[config.mk]
export PLATFORM = sky130hd
export DESIGN_NAME = uart_byte_rx
export DESIGN_NICKNAME = d
export VERILOG_FILES = /design/src/rtl/uart_byte_rx.sv
export SDC_FILE = /design/constraint.sdc
export NUM_CORES = 1
export LEC_CHECK = 0
export ABC_AREA = 1
export CAP_MARGIN = 20
export CORE_ASPECT_RATIO = 1.5
export CORE_MARGIN = 2
export CORE_UTILIZATION = 30
export DETAILED_ROUTE_END_ITERATION = 10
export DONT_BUFFER_PORTS = 1
export GPL_TIMING_DRIVEN = 1
export PLACE_DENSITY = 0.46
export SYNTH_ARGS = -nofsm -noshare
export SYNTH_HDL_FRONTEND = slang
export SYNTH_SLANG_ARGS = --single-unit
[constraint.sdc]
create_clock -name clk -period 3.13 [get_ports clk]
set_input_delay 0.4695 -clock clk [delete_from_list [all_inputs] [get_ports clk]]
set_output_delay 0.4695 -clock clk [all_outputs]
set_load 0.01 [all_outputs]
[src/rtl/uart_byte_rx.sv]
// UART receiver: 2-flop synchronized serial input, mid-bit sampling, LSB-first byte out with one-cycle strobe.
// Optional even-parity bit is enabled by defining UART_PARITY_EN.
module uart_byte_rx #(
    parameter int CLK_FREQ_HZ = 100_000_000,
    parameter int BAUD_RATE   = 115_200,
    parameter int DATA_BIT    = 8
) (
    input  logic                clk,
    input  logic                reset,
    input  logic                rx,
    output logic [DATA_BIT-1:0] rx_data,
    output logic                rx_valid,
    output logic                frame_err,
    output logic                busy,
    output logic                parity_err
);
    localparam int CLKS_PER_BIT = CLK_FREQ_HZ / BAUD_RATE;
    localparam int CNT_W        = $clog2(CLKS_PER_BIT);
    localparam int IDX_W        = $clog2(DATA_BIT);
    localparam logic [CNT_W-1:0] HALF_LAST = CNT_W'(CLKS_PER_BIT / 2 - 1);
    localparam logic [CNT_W-1:0] FULL_LAST = CNT_W'(CLKS_PER_BIT - 1);
    localparam logic [IDX_W-1:0] IDX_LAST  = IDX_W'(DATA_BIT - 1);

    typedef enum logic [2:0] {
        IDLE,
        START,
        DATA,
`ifdef UART_PARITY_EN
        PARITY,
`endif
        STOP,
        WAIT_HIGH
    } state_t;

    state_t              state_q, state_d;
    logic                sync1_q, sync2_q;
    logic [CNT_W-1:0]    cnt_q, cnt_d;
    logic [IDX_W-1:0]    idx_q, idx_d;
    logic [DATA_BIT-1:0] shift_q, shift_d;
    logic [DATA_BIT-1:0] rx_data_q;
    logic                rx_valid_q, frame_err_q;
    logic                strobe;
    logic                rx_s;
`ifdef UART_PARITY_EN
    logic                par_q, par_d;
    logic                parity_err_q;
`endif

    assign rx_s = sync2_q;

    // State register, synchronizer and result registers
    always_ff @(posedge clk or negedge reset) begin
        if (!reset) begin
            state_q     <= IDLE;
            sync1_q     <= 1'b1;
            sync2_q     <= 1'b1;
            cnt_q       <= '0;
            idx_q       <= '0;
            shift_q     <= '0;
            rx_data_q   <= '0;
            rx_valid_q  <= 1'b0;
            frame_err_q <= 1'b0;
`ifdef UART_PARITY_EN
            par_q        <= 1'b0;
            parity_err_q <= 1'b0;
`endif
        end else begin
            state_q    <= state_d;
            sync1_q    <= rx;
            sync2_q    <= sync1_q;
            cnt_q      <= cnt_d;
            idx_q      <= idx_d;
            shift_q    <= shift_d;
            rx_valid_q <= strobe;
`ifdef UART_PARITY_EN
            par_q <= par_d;
`endif
            if (strobe) begin
                rx_data_q   <= shift_q;
                frame_err_q <= ~rx_s;
`ifdef UART_PARITY_EN
                parity_err_q <= (par_q != ^shift_q);
`endif
            end
        end
    end

    // Next-state logic; the counter restarts on every state entry so samples stay mid-bit
    always_comb begin
        state_d = state_q;
        cnt_d   = cnt_q + CNT_W'(1);
        idx_d   = idx_q;
        shift_d = shift_q;
`ifdef UART_PARITY_EN
        par_d = par_q;
`endif
        case (state_q)
            IDLE: begin
                cnt_d = '0;
                if (!rx_s) state_d = START;
            end
            START: begin
                if (cnt_q == HALF_LAST) begin
                    cnt_d   = '0;
                    idx_d   = '0;
                    state_d = rx_s ? IDLE : DATA;
                end
            end
            DATA: begin
                if (cnt_q == FULL_LAST) begin
                    cnt_d   = '0;
                    shift_d = {rx_s, shift_q[DATA_BIT-1:1]};
                    idx_d   = idx_q + IDX_W'(1);
                    if (idx_q == IDX_LAST) begin
`ifdef UART_PARITY_EN
                        state_d = PARITY;
`else
                        state_d = STOP;
`endif
                    end
                end
            end
`ifdef UART_PARITY_EN
            PARITY: begin
                if (cnt_q == FULL_LAST) begin
                    cnt_d   = '0;
                    par_d   = rx_s;
                    state_d = STOP;
                end
            end
`endif
            STOP: begin
                if (cnt_q == FULL_LAST) begin
                    cnt_d   = '0;
                    state_d = rx_s ? IDLE : WAIT_HIGH;
                end
            end
            WAIT_HIGH: begin
                cnt_d = '0;
                if (rx_s) state_d = IDLE;
            end
            default: begin
                cnt_d   = '0;
                state_d = IDLE;
            end
        endcase
    end

    // Output decode
    always_comb begin
        busy   = (state_q != IDLE);
        strobe = (state_q == STOP) && (cnt_q == FULL_LAST);
    end

    assign rx_data   = rx_data_q;
    assign rx_valid  = rx_valid_q;
    assign frame_err = frame_err_q;
`ifdef UART_PARITY_EN
    assign parity_err = parity_err_q;
`else
    assign parity_err = 1'b0;
`endif

endmodule

==> impl_metrics.tcl, run 1 <==
set metrics [dict create \
    run_status "finished, final reports clean" \
    vias 1287 \
    detailedRoute.firstPassIterationCount 4 \
    port-buffer-count 0 \
    mostFrequentLayoutCells "nand2_1, dfrtp_1, inv_1" \
    layout.cells.most_common "nand2_1" \
    netlist.area_leader.share 0.4769 \
    ctsHtreeMaxLevel 2 \
    first_global_vias 1370 \
    worst_r2r_endpoint "frame_err$_DFFE_PN0P_" \
    max-clock-path-buffers 2 \
    timing.final.crit_period_ns 1.674 \
    die_height_um 98.45 \
    initial_utilization 0.3084 \
    netlist.top_cell.by_area "dfrtp_1" \
    drt.antenna.violating_nets 0 \
    std_cell_rows 34 \
    drv.max_cap_violation_count 0 \
    grt_overflow 0 \
    rsz0062_at_grt "no" \
    timing.critical_path.arrival_ns 1.85 \
    setup_viol 0 \
    switching_share 0.2379 \
    cts.sink_count 36 \
    power_switching_uw 196.3 \
    global_route_wire_length_before_repair_um 6334 \
    clock_latency_at_the_later_pin_of_the_worst_skew_pair_ns 0.30 \
    drt_iter0_drc 19 \
    drv_slew 0 \
    crit_path_top_delay_cell "nand3_2" \
    power.leakage_nw 0.9237 \
    cp-end-kind "flop" \
    synth_top_cells_by_area "dfrtp_1, nand2_1, o21ai_2, inv_1, nor2_1" \
    placed_cells_incl_taps 274 \
    track_usage 0.1264 \
    postPlaceCellArea_mm2 0.001839 \
    cell_area_after_synthesis_mm2 0.001784 \
    fin_worst_skew_ns 0.01115 \
    power-per-cell-area_mw_per_mm2 421.2 \
    fin_tns_setup_ns 0 \
    max-vdd-ir-drop_mv 0.2496 \
    clock_tree_from_tritoncts "yes" \
    clk_pin_slew_worst_setup_hold_paths_ns 0.08 \
    routed_via_density 4.532 \
    synth_sequential_area_ratio 0.5063 \
    postSynthCellCount 206 \
    dieWidth_um 66.97 \
    ys_ff_latch 36 \
    critPathLaunchType "flop" \
    worst_r2r_start "cnt_q[0]$_DFF_PN0_" \
    wl_um 3497 \
    synth-warning-count 0 \
    power_report.internal_total_uw 628.9 \
    timing.critical_path.from "cnt_q[0]$_DFF_PN0_" \
    power.clock.fraction 0.415 \
    worst_r2r_path_cells 6 \
    drive_gt1_frac 0.1604 \
    multiInputGateArea_um2 740.7 \
    min_path_type "input port to asynchronous set/reset pin" \
    detailedPlace.worstSlack_ns 1.417 \
    cts_buffers 5 \
    ys_types 23 \
    cts_root_buf "clkbuf_8" \
    slack_of_the_worst_reg_to_reg_path_ns 1.46 \
    path_buf_inv 1 \
    globalplace.congestion 0.7983 \
    path_cells "ha_1, inv_1, nor3_2, nand3_2, nand2_1, o21ai_2" \
    max_stage_delay_ns 0.40 \
    cp_max_fo 18 \
    finish.instance_area_mm2 0.001959 \
    crit_path_setup_slack_layout_ns 1.456 \
    hold_violations 0 \
    post-route-period-util 0.5348 \
    antenna_cells_inserted 0 \
    power.share.sequential 0.567 \
    fmax_mhz 597.5 \
    sequential_cell_area_um2 903.4 \
    floorplan.die_area_mm2 0.006593 \
    worst-endpoint-required_ns 3.30 \
    ioPinCount 15 \
    coreArea_mm2 0.005786 \
    final_nets 218 \
    syn_avg_cell_area_um2 8.661 \
    half_perimeter_wire_length_after_detailed_placement_um 2478 \
    pin_count_of_the_biggest_net_entering_global_routing 35 \
    final_core_utilization 0.3387 \
    fillCellCount 633 \
    number_of_antenna_violations_at_the_first_check_in_global_routing 0 \
    routed_wire_per_std_cell_um 12.31 \
    finish.cell_count_without_fillers 284 \
    setup.worst_path.class "flop to flop" \
    relative_area_change_from_synthesis_to_final_layout_pct 9.818 \
    critPathTopFamily "simple AND/OR/NAND/NOR gates" \
    drc 0 \
    pwr-share-comb 0.018 \
    synth_net_count 213 \
    cts_repair_resize_count 0 \
]
==> worst max-delay path by stage <==
stage / slack [ns] / end / depth (start not counted)
after floorplan: 1.75 / rx_data[7]$_DFFE_PN0P_ / 7
after global placement: 1.38 / rx_data[2]$_DFFE_PN0P_ / 6
after detailed placement: 1.42 / rx_data[4]$_DFFE_PN0P_ / 6
after CTS: 1.41 / frame_err$_DFFE_PN0P_ / 6
after global routing: 1.23 / rx_data[2]$_DFFE_PN0P_ / 6
final: 1.46 / frame_err$_DFFE_PN0P_ / 6
==> sequential cells by signal (all words and copies together) (netlist names) <==
register,flops
sync1_q,1
cnt_q,10
state_q,3
rx_data,8
rx_s,1
rx_valid,1
shift_q,8
idx_q,3
frame_err,1
==> layout make-up <==
type | count | area share
flip-flops and latches | 36 | 0.4610
clock inverters | 3 | 0.01086
repair buffers | 2 | 0.01533
inverters | 28 | 0.05364
clock buffers | 5 | 0.03512
well taps | 72 | 0.04598
multi-input cells | 138 | 0.3780
==> timing repair <==
item,in CTS,in global routing
setup buffers,0,0
endpoints found under the hold margin,34,2
hold buffers,1,1
==> power by group through the flow <==
stage | clock, mW | combinational (mW) | sequential [mW]
2_1_floorplan | 0 | 0.00262 | 0.477
3_3_place_gp | 0 | 0.00205 | 0.478
3_5_place_dp | 0 | 0.00198 | 0.478
4_1_cts | 0.354 | 0.0141 | 0.468
5_1_grt | 0.376 | 0.0176 | 0.469
6_report | 0.342 | 0.0148 | 0.468
==> Yosys cell counts, drive strengths merged <==
cell type  number
dfstp           2
nor3            4
o21ai          19
xor2            4
nand3          14
nand3b          5
nand4           4
conb            1
inv            28
dfrtp          34
buf             4
nor2           21
ha              4
nand2          61
a21oi           1
==> metal layers <==
layer | global-route usage | wire (um) | vias to the layer above
li1 | - | - | 659
met1 | 0.1490 | 1480 | 602
met2 | 0.2138 | 1824 | 20
met3 | 0.02740 | 111 | 6
met4 | 0.05965 | 81 | 0
met5 | 0 | 0 | -
==> per-stage QoR <==
stage	hold WS, ns	total power, mW
after floorplan	0.1739	0.4798
after global placement	0.1757	0.4797
after detailed placement	0.1757	0.4796
after CTS	0.001794	0.8366
after global routing	0.006540	0.8616
final	0.0004873	0.8252
==> worst reg2reg max path, cell delays in order, from the launching register on <==
cell     delay [ns]
dfrtp_1        0.39
ha_1           0.21
inv_1          0.08
nor3_2         0.22
nand3_2        0.40
nand2_1        0.19
o21ai_2        0.06
==> kinds of logic (layout without fill, tap and decap cells) <==
logic type      Yosys count  in the layout  synth area share
compound gates           20             20           0.08975
xor+xnor                  4              4           0.01963
fa+ha+maj                 4              4           0.02805
buf+inv                  32             38           0.07854
flops                    36             36            0.5063
other cells               1              1          0.002102
simple gates            109            109            0.2756
Power figures use the tool's default switching activity.
==> run 2, diff against run 1 <==
clock period = 1.6 ns   (was 3.13 ns; I/O delays follow)
==> run 2 against run 1 <==
Flip-flop and latch count unchanged. Sequential power increased by 96%. Combinational power increased by 110%. Core utilization increased by 0.93 points. Hold slack improved by 0.36 ns. Final area increased by 2.7%. Sequential share of layout area decreased by 1.2 points. Clock power increased by 93%. Critical endpoint is now rx_data[0]$_DFFE_PN0P_. Largest cell class unchanged. Largest power group unchanged.
==> impl_metrics.tcl, run 2 (synthesis results as in run 1) <==
set metrics [dict create \
    largest_register "cnt_q" \
    half_perimeter_wire_length_after_detailed_placement_um 2473 \
    worst_r2r_endpoint "rx_data[0]$_DFFE_PN0P_" \
    std_cell_rows 34 \
    timing.hold.worst.start "sync1_q$_DFF_PN1_" \
    power-per-cell-area_mw_per_mm2 799.2 \
    met2RoutedLength_um 1801 \
    hold_violations 0 \
    power.leakage_nw 0.9395 \
    critPathTopFamily "buffers and inverters" \
    final_core_utilization 0.3480 \
    relative_area_change_from_synthesis_to_final_layout_pct 12.83 \
    power_switching_uw 377.5 \
    cts.sink_count 36 \
    topRoutingLayerUsed "met4" \
    post-route-period-util 0.9113 \
    switching_share 0.2346 \
    timing.hold.ws_ns 0.3641 \
    min_path_type "flop to flop" \
    floorplan.die_area_mm2 0.006593 \
    path_cells "ha_2, inv_1, nor3_4, nand3_2, buf_4, inv_1, nand2_1, nand2_1" \
    placed_cells_incl_taps 277 \
    drv_slew 0 \
    drt.antenna.violating_nets 0 \
    cts_root_buf "clkbuf_8" \
    fin_tns_setup_ns 0 \
    hold_depth 0 \
    met1_length_um 1479 \
    power.clock.fraction 0.411 \
    global_route_wire_length_before_repair_um 6334 \
    layout.cells.most_common "nand2_1" \
    timing.final.crit_period_ns 1.458 \
    setup_viol 0 \
    pin_count_of_the_biggest_net_entering_global_routing 37 \
    path_buf_inv 3 \
    clk_pin_slew_worst_setup_hold_paths_ns 0.08 \
    fmax_mhz 685.9 \
    min_delay_worst_endpoint "rx_s$_DFF_PN1_" \
    cp_max_fo 18 \
    detailedRoute.firstPassIterationCount 4 \
    track_usage 0.1289 \
    pwr-share-comb 0.020 \
    largest_register_ff_count 10 \
    length_of_routed_met3_wiring_um 100 \
    power_report.internal_total_mw 1.231 \
    mostFrequentLayoutCells "nand2_1, dfrtp_1, inv_1" \
    wl_um 3470 \
    worst_r2r_start "cnt_q[0]$_DFF_PN0_" \
    routed_via_density 4.413 \
    critPathLaunchType "flop" \
    run_status "finished, final reports clean" \
    power.share.sequential 0.569 \
    first_global_vias 1348 \
    vias 1271 \
    worst-endpoint-required_ns 1.79 \
    number_of_antenna_violations_at_the_first_check_in_global_routing 0 \
    slack_of_the_worst_reg_to_reg_path_ns 0.14 \
    cp-end-kind "flop" \
    max-vdd-ir-drop_mv 0.5283 \
    dieWidth_um 66.97 \
    routed_wire_per_std_cell_um 12.05 \
    globalplace.congestion 0.8198 \
    drt_iter0_drc 45 \
    cts_setup_buffers 0 \
    max-clock-path-buffers 2 \
    final_nets 222 \
    fin_worst_skew_ns 0.009901 \
    port-buffer-count 0 \
    finish.cell_count_without_fillers 288 \
    rsz0062_at_grt "no" \
    grt_overflow 0 \
    clock_tree_from_tritoncts "yes" \
    initial_utilization 0.3084 \
    drive_gt1_frac 0.1852 \
    drv.max_cap_violation_count 0 \
    timing.critical_path.arrival_ns 1.65 \
    drc 0 \
    clock_latency_at_the_later_pin_of_the_worst_skew_pair_ns 0.30 \
    worst_r2r_path_cells 8 \
    crit_path_top_delay_cell "dfrtp_1" \
    ioPinCount 15 \
    ctsHtreeMaxLevel 2 \
    die_height_um 98.45 \
    cts_buffers 5 \
    antenna_cells_inserted 0 \
    coreArea_mm2 0.005786 \
    max_stage_delay_ns 0.42 \
    setup.worst_path.class "flop to flop" \
]
[run 2: layout make-up]
class / count / area [um^2]
clock buffers: 5 / 68.82
multi-input cells: 138 / 759.5
flip-flops and latches: 36 / 903.4
clock inverters: 3 / 21.27
repair buffers: 6 / 62.56
well taps: 72 / 90.09
inverters: 28 / 107.6
fillers: 654 / 3772
[run 2: timing repair]
action | in CTS | in global routing
endpoints found under the hold margin | 37 | 0
hold buffers | 3 | 0
endpoints found under the setup margin | 0 | 25
resized for setup | 0 | 6
[run 2: metrics by stage]
stage               setup WS [ns]  cell area, um^2  power (mW)
detailed placement        0.08006             1862      0.9383
global placement          0.09315             1862      0.9382
CTS                       0.05809             1992       1.641
floorplan                  0.2208             1784      0.9387
finish                     0.1420             2013       1.609
global route             0.006395             2013       1.672
[run 2: metal layers]
metal	GRT usage	up-vias
met1	0.1541	589
met3	0.02854	6
met4	0.06593	0
li1	-	660
met5	0	-
met2	0.2131	16
[run 2: power groups by stage]
stage	registers (mW)	logic [mW]	clock network [mW]
floorplan	0.934	0.00513	0
global placement	0.934	0.00375	0
detailed placement	0.934	0.00386	0
CTS	0.916	0.0334	0.691
global route	0.917	0.0368	0.718
finish	0.916	0.0317	0.661
[run 2: how the worst max path moves through the flow]
stage / start / endpoint / cells after the start
final: cnt_q[0]$_DFF_PN0_ / rx_data[0]$_DFFE_PN0P_ / 8
after global placement: cnt_q[0]$_DFF_PN0_ / cnt_q[7]$_DFF_PN0_ / 8
after CTS: cnt_q[0]$_DFF_PN0_ / cnt_q[8]$_DFF_PN0_ / 8
after floorplan: cnt_q[0]$_DFF_PN0_ / rx_data[7]$_DFFE_PN0P_ / 7
after detailed placement: cnt_q[0]$_DFF_PN0_ / cnt_q[0]$_DFF_PN0_ / 8
after global routing: cnt_q[0]$_DFF_PN0_ / rx_data[0]$_DFFE_PN0P_ / 8
[run 2: worst reg2reg max path, stage by stage, from the launching register on]
cell and delay (ns):
dfrtp_1 0.42, ha_2 0.22, inv_1 0.14, nor3_4 0.06, nand3_2 0.08, buf_4 0.25, inv_1 0.08, nand2_1 0.06
nand2_1 0.05
